## config.mk

```make
export PLATFORM = sky130hd
export DESIGN_NAME = dot_product_block
export DESIGN_NICKNAME = d
export VERILOG_FILES = /design/src/rtl/dot_product_block.sv
export SDC_FILE = /design/constraint.sdc
export NUM_CORES = 1
export LEC_CHECK = 0
export ABC_AREA = 0
export BUFFER_PORTS_ARGS = -buffer_cell sky130_fd_sc_hd__buf_4
export CORE_MARGIN = 2
export CORE_UTILIZATION = 30
export CTS_BUF_LIST = sky130_fd_sc_hd__clkbuf_4 sky130_fd_sc_hd__clkbuf_8
export CTS_CLUSTER_SIZE = 28
export DETAILED_ROUTE_END_ITERATION = 10
export GPL_TIMING_DRIVEN = 1
export SYNTH_ARGS = -nofsm -noshare
export SYNTH_HDL_FRONTEND = slang
export SYNTH_SLANG_ARGS = --single-unit
```

## constraint.sdc

```tcl
create_clock -name clk -period 4.56 [get_ports clk]
set_clock_uncertainty 0.1 [all_clocks]
set_input_delay 0.228 -clock clk [delete_from_list [all_inputs] [get_ports clk]]
set_output_delay 0.228 -clock clk [all_outputs]
set_load 0.01 [all_outputs]
```

## src/rtl/dot_product_block.sv

```systemverilog
// Unary dot-product engine: captures w/x vectors, emits one out pulse per unit of
// each channel product in channel order, then strobes done with the accumulated sum.
module dot_product_block #(
    parameter int WIDTH    = 4,
    parameter int CHANNELS = 1,
    parameter int SUM_W    = 2*WIDTH + $clog2(CHANNELS+1)
) (
    input  logic                      clk,
    input  logic                      reset,
    input  logic                      in_rdy,
    input  logic [CHANNELS*WIDTH-1:0] w,
    input  logic [CHANNELS*WIDTH-1:0] x,
    output logic                      busy,
    output logic                      out,
    output logic                      done,
    output logic [SUM_W-1:0]          sum
);

    localparam int PW = 2*WIDTH;
    localparam int CW = (CHANNELS > 1) ? $clog2(CHANNELS) : 1;

    typedef enum logic [1:0] {IDLE, RUN, DONE} state_t;

    state_t                    state;
    logic [CHANNELS*WIDTH-1:0] w_q;
    logic [CHANNELS*WIDTH-1:0] x_q;
    logic [CW-1:0]             ch;
    logic [PW-1:0]             cnt;
    logic [SUM_W-1:0]          acc;

    logic [PW-1:0]             p_first;
    logic [PW-1:0]             p_next;
    logic [SUM_W-1:0]          acc_next;
    logic                      ch_last;

    // Full-width product of one channel, never truncated.
    function automatic logic [PW-1:0] prod(input logic [CHANNELS*WIDTH-1:0] wv,
                                           input logic [CHANNELS*WIDTH-1:0] xv,
                                           input int idx);
        logic [PW-1:0] a;
        logic [PW-1:0] b;
        a = PW'(wv[idx*WIDTH +: WIDTH]);
        b = PW'(xv[idx*WIDTH +: WIDTH]);
        return a * b;
    endfunction

    always_comb begin
        p_first  = prod(w, x, 0);
        ch_last  = (ch == CW'(CHANNELS-1));
        p_next   = ch_last ? '0 : prod(w_q, x_q, int'(ch) + 1);
        acc_next = acc + SUM_W'(out);
    end

    // cnt holds the pulses still owed by the current channel, including the
    // cycle in progress; 0 and 1 both mean this cycle is the channel's last.
    always_ff @(posedge clk or posedge reset) begin
        if (reset) begin
            state <= IDLE;
            w_q   <= '0;
            x_q   <= '0;
            ch    <= '0;
            cnt   <= '0;
            acc   <= '0;
            sum   <= '0;
            busy  <= 1'b0;
            out   <= 1'b0;
            done  <= 1'b0;
        end else begin
            case (state)
                IDLE: begin
                    out  <= 1'b0;
                    done <= 1'b0;
                    if (in_rdy) begin
                        w_q   <= w;
                        x_q   <= x;
                        ch    <= '0;
                        cnt   <= p_first;
                        out   <= (p_first != '0);
                        acc   <= '0;
                        sum   <= '0;
                        busy  <= 1'b1;
                        state <= RUN;
                    end
                end
                RUN: begin
                    acc <= acc_next;
                    if (cnt > PW'(1)) begin
                        cnt <= cnt - PW'(1);
                        out <= 1'b1;
                    end else if (ch_last) begin
                        cnt   <= '0;
                        out   <= 1'b0;
                        done  <= 1'b1;
                        sum   <= acc_next;
                        state <= DONE;
                    end else begin
                        ch  <= ch + CW'(1);
                        cnt <= p_next;
                        out <= (p_next != '0);
                    end
                end
                DONE: begin
                    done  <= 1'b0;
                    busy  <= 1'b0;
                    out   <= 1'b0;
                    state <= IDLE;
                end
                default: begin
                    state <= IDLE;
                end
            endcase
        end
    end

endmodule

```

# [Word-level counts from Yosys, hierarchy flattened]
# Index checks and enable logic that the tools add are counted.
[word_totals] latch_bits=0 n_memories=0 mem_bits_ro=0 in_bits=11 out_inout_bits=12 reg_bits=40 ramBits=0
[classes] n_mul=2 n_shift=2 bitwise_logic=0 addsub=4 n_div=0 n_reduce_logical=15 n_eq_ne=5 order_cmp=1 muxes=27
[op_table] op="case mux 9 bit (2 select lines)" count=2
[op_table] op="two-way mux 8 bit" count=4
[op_table] op="two-way mux 9 bit" count=3
[op_table] op="multiplier 4 x 4 -> 8 bit" count=2
[op_table] op="case mux 8 bit (2 select lines)" count=1
[op_table] op="nonzero test 8 bit" count=2
[op_table] op="variable part select 4 x 5 -> 4 bit" count=2
[op_table] op="adder 9 x 1 -> 9 bit" count=1
[op_table] op="two-way mux 1 bit" count=9
[op_table] op="AND reduction 3 bit" count=3
[op_table] op="greater-than comparator 8 x 1 -> 1 bit, second input constant" count=1
[op_table] op="subtractor 8 x 1 -> 8 bit, second input constant" count=1
[op_table] op="two-way mux 2 bit" count=3
[op_table] op="inequality test 2 bit, second input constant" count=3
[op_table] op="case mux 1 bit (2 select lines)" count=3
[op_table] op="AND reduction 2 bit" count=3
[op_table] op="nonzero test 2 bit" count=3
[op_table] op="case mux 2 bit (2 select lines)" count=1
[op_table] op="AND reduction 4 bit" count=1
[op_table] op="case mux 1 bit (3 select lines)" count=1
[op_table] op="nonzero test 3 bit" count=1
[op_table] op="adder 1 x 1 -> 2 bit, second input constant" count=1
[op_table] op="== test 2 x 1 -> 1 bit, second input constant" count=1
[op_table] op="== test 2 bit, second input constant" count=1
[op_table] op="3 further kinds" count=3

# [Longest topological paths before layout]
[logic_depth] word_depth=8 mapped_depth=11

# [Worst setup path after synthesis]
# No wires, ideal clock.
[synth_timing] path_kind="input to register" from="input port w[0]" to="register cnt[7]" slack_ns=1.797 stages=10 arrival_time_ns=2.522 cell_sequence="nand2_1 -> fa_1 -> fa_1 -> inv_1 -> ha_1 -> a21o_1 -> a31o_2 -> a21oi_1 -> xor2_1 -> o311ai_1"
[synth_via] elab_chain_cells=3
[synth_lines] element="from (decl)" line="11" text="input logic [CHANNELS*WIDTH-1:0] w,"
[synth_lines] element="multiplier 4 x 4 -> 8 bit" line="44" text="return a * b;"
[synth_lines] element="two-way mux 8 bit" line="73" text="if (in_rdy) begin"
[synth_lines] element="case mux 8 bit (2 select lines)" line="69" text="case (state)"
[synth_lines] element="to (signal assigned)" line="77" text="cnt <= p_first;"
[synth_lines] element="to (signal assigned)" line="88" text="cnt <= cnt - PW'(1);"
[synth_lines] element="to (signal assigned)" line="98" text="cnt <= p_next;"
[synth_lines] element="to (decl)" line="28" text="logic [PW-1:0] cnt;"
# Every way passes these cells. The select of a mux whose other input is x is not followed.
# A chain may end at the register's enable or synchronous reset.

# [Final worst setup path]
# Ends and elaborated chain as after synthesis.

==> impl_metrics.tcl <==
set metrics [dict create \
    status "finished, final reports clean" \
    internal_power_w 0.0007411 \
    tns_ns 0 \
    crit_fanout 4 \
    async_flop_share_pct 100.0 \
    drive_above_1_share_pct 15.09 \
    cp_cell_sequence "buf_4 > nand2_1 > fa_1 > fa_1 > inv_1 > ha_1 > a21o_1 > a31o_2 > a21oi_1 > xor2_1 > o311ai_1" \
    fillCellCount 727 \
    n_antenna_cell 0 \
    die_h_um 88.40 \
    cts_tree "done" \
    avgSynthCellArea_um2 8.867 \
    drt-total-wl_um 4421 \
    hp-class "in -> reg" \
    min_period_ns 2.701 \
    synth_edf_count 0 \
    critical_path.slowest_cell "fa_1" \
    seqPwrFrac_pct 31.3 \
    combinationalPowerShare_pct 50.3 \
    grt_use_met2_pct 21.26 \
    cts_made_buffers 5 \
    grtUsageMet3_pct 3.078 \
    switchingPower_w 0.0005942 \
    r2r-start "state[1]" \
    period_share_pct 59.24 \
    cp_top_family "adder cells" \
    multi_input_area_um2 1259 \
    grtUsageTotal_pct 12.07 \
    syn_area_um2 2137 \
    dr.first_iter.drc_count 83 \
    grt_pass1_vias 1709 \
    layout.nets 299 \
    postRouteAntennaNets 0 \
    syn_nets 276 \
    clk_latency_ns 0.28 \
    cts.repair.resized 0 \
    cts_sinks 31 \
    ff_latch_area_um2 775.7 \
    tightest_slew_ns 1.075 \
    grt-ovfl-total 0 \
    crit_path_start "w[0]" \
    drc 0 \
    grt.busiest_layer "met2" \
    p_leak_nw 1.173 \
    core_area_um2 6832 \
    synth_top_area_share_pct 36.30 \
    crit_path_end_kind "flop" \
    clock_path_buffers 2 \
    ys_ff_latch 31 \
    worstPathArrival_ns 2.74 \
    rows 30 \
    ys_seq_area_share_pct 36.30 \
    die_x_um 88.40 \
    crit_buf_inv 2 \
    cp_slowest_stage_delay_ns 0.60 \
    cp.required_ns 4.60 \
    wire_per_inst_um 12.25 \
    syn_inst 241 \
    synthToLayoutAreaGrowth_pct 17.39 \
    num_vias 1719 \
    numPortBuffers 22 \
    synth_area_leaders "dfrtp_1 36%, ha_1 12%, nand2_1 5.4%, o21ai_0 4.4%, fa_1 3.7%" \
    htreeDepth 2 \
    ys.flop_type "dfrtp_1" \
    dr.pass1.iters 4 \
    synth_common_cells "31 x dfrtp_1, 31 x nand2_1, 20 x ha_1" \
    yosysTopAreaCell "dfrtp_1" \
    antenna_found_initial 0 \
    p_per_area_nw_per_um2 532.3 \
    finalHoldViolCount 0 \
    grt_pass1_wl_um 7396 \
    synth_cell_types 47 \
    clockRootBuffer "clkbuf_8" \
    boundaryPins 23 \
    setup_ws_ns 1.859 \
    gp_congestion 0.7744 \
    hold_start "in_rdy" \
    vdd_drop_max_uv 186.1 \
    die_area_um2 7815 \
    cap_violations 0 \
    setup.worst_path.start_class "input port" \
    rsz0062_at_grt "no" \
    worstSetupPathType "in -> reg" \
    slew_violations 0 \
    fmax_ghz 0.3702 \
    path_clk_slew_ns 0.07 \
    cpMostUsedCell "fa_1" \
    setup_viol 0 \
    relSlewSlack_pct 28.36 \
    yosysWarnings 4 \
    clock_power_share_pct 18.4 \
    p_sw_share_pct 44.50 \
    dpl.hpwl_um 3285 \
    met1_usage_pct 14.10 \
    vias_per_cell 4.762 \
    start_util_pct 31.28 \
    grt_max_degree 32 \
    dp_slack_ns 1.520 \
]
per-layer routing:
layer	wire length (µm)	vias up
met1	2074	791
li1	-	890
met3	160	7
met2	2108	31
met4	78	0
met5	0	-
layout make-up:
type / instances / area share, %
clock buffers: 8 / 4.140
flip-flops and latches: 31 / 30.92
inverters: 18 / 2.693
multi-input cells: 184 / 50.17
repair buffers: 24 / 7.282
well taps: 96 / 4.788
cells by family (layout without fill, tap and decap cells):
logic type	count (synthesis)	in the layout	synth area share [%]
and+or+nand+nor	85	85	19.79
buffers and inverters	26	50	4.801
adders and majority gates	24	24	15.46
AOI/OAI and AO/OA	65	65	19.50
DFF	31	31	36.30
muxes	1	1	0.4684
xor gates and xnor gates	9	9	3.689
power by group through the flow:
stage	logic, W	clock network (W)	registers (W)
after floorplan	0.000516	0	0.000415
after global placement	0.000667	0	0.000421
after detailed placement	0.000674	0	0.000421
after CTS	0.000676	0.000254	0.000417
after global routing	0.000756	0.000267	0.000428
final	0.000672	0.000245	0.000418
through the flow:
step	hold slack (ns)	total power, W	std cells	util (%)	instance area (µm²)
after floorplan	0.2315	0.0009304	241	-	2137
final	0.1458	0.001335	361	36.72	2509
after global placement	0.2465	0.001087	352	35.05	2395
after global routing	0.1581	0.001451	361	36.72	2509
after CTS	0.1452	0.001347	361	36.72	2509
after detailed placement	0.2464	0.001095	352	35.05	2395
worst register-to-register path, cell delays in order (launching register included):
cell,delay [ns]
dfrtp_1,0.42
inv_1,0.09
ha_1,0.53
inv_2,0.28
o21ai_1,0.54
nand2_4,0.20
nand3b_1,0.14
o311ai_1,0.10
placed cells by master (no fill, tap or decap), drive strengths merged, types with 5 or more instances in the layout:
| master | count |
|---|---|
| xor2 | 6 |
| a22o | 5 |
| o21ai | 21 |
| nor2 | 14 |
| inv | 18 |
| clkbuf | 8 |
| a21oi | 15 |
| and2 | 8 |
| nand2 | 32 |
| buf | 23 |
| dfrtp | 31 |
| nand3 | 5 |
| nor3 | 11 |
| ha | 20 |
final timing paths:
check,to,slack [ns],cells past startpoint
max,cnt[7],1.86,11
min,state[0],0.15,3
max reg2reg,cnt[7],2.01,7
min reg2reg,sum[4],0.38,2
max in group asynchronous,sum[7],3.58,4
min in group asynchronous,sum[2],0.49,4
what timing repair did:
item,in CTS,in global routing
hold buffers,1,0
setup buffers,0,0
hold endpoints to repair,31,0
registers in the layout (all words and copies together), names as in the netlist:
signal  count
acc         9
sum         9
cnt         8
state       2
busy        1
done        1
out         1
(Power assumes the default switching activity.)
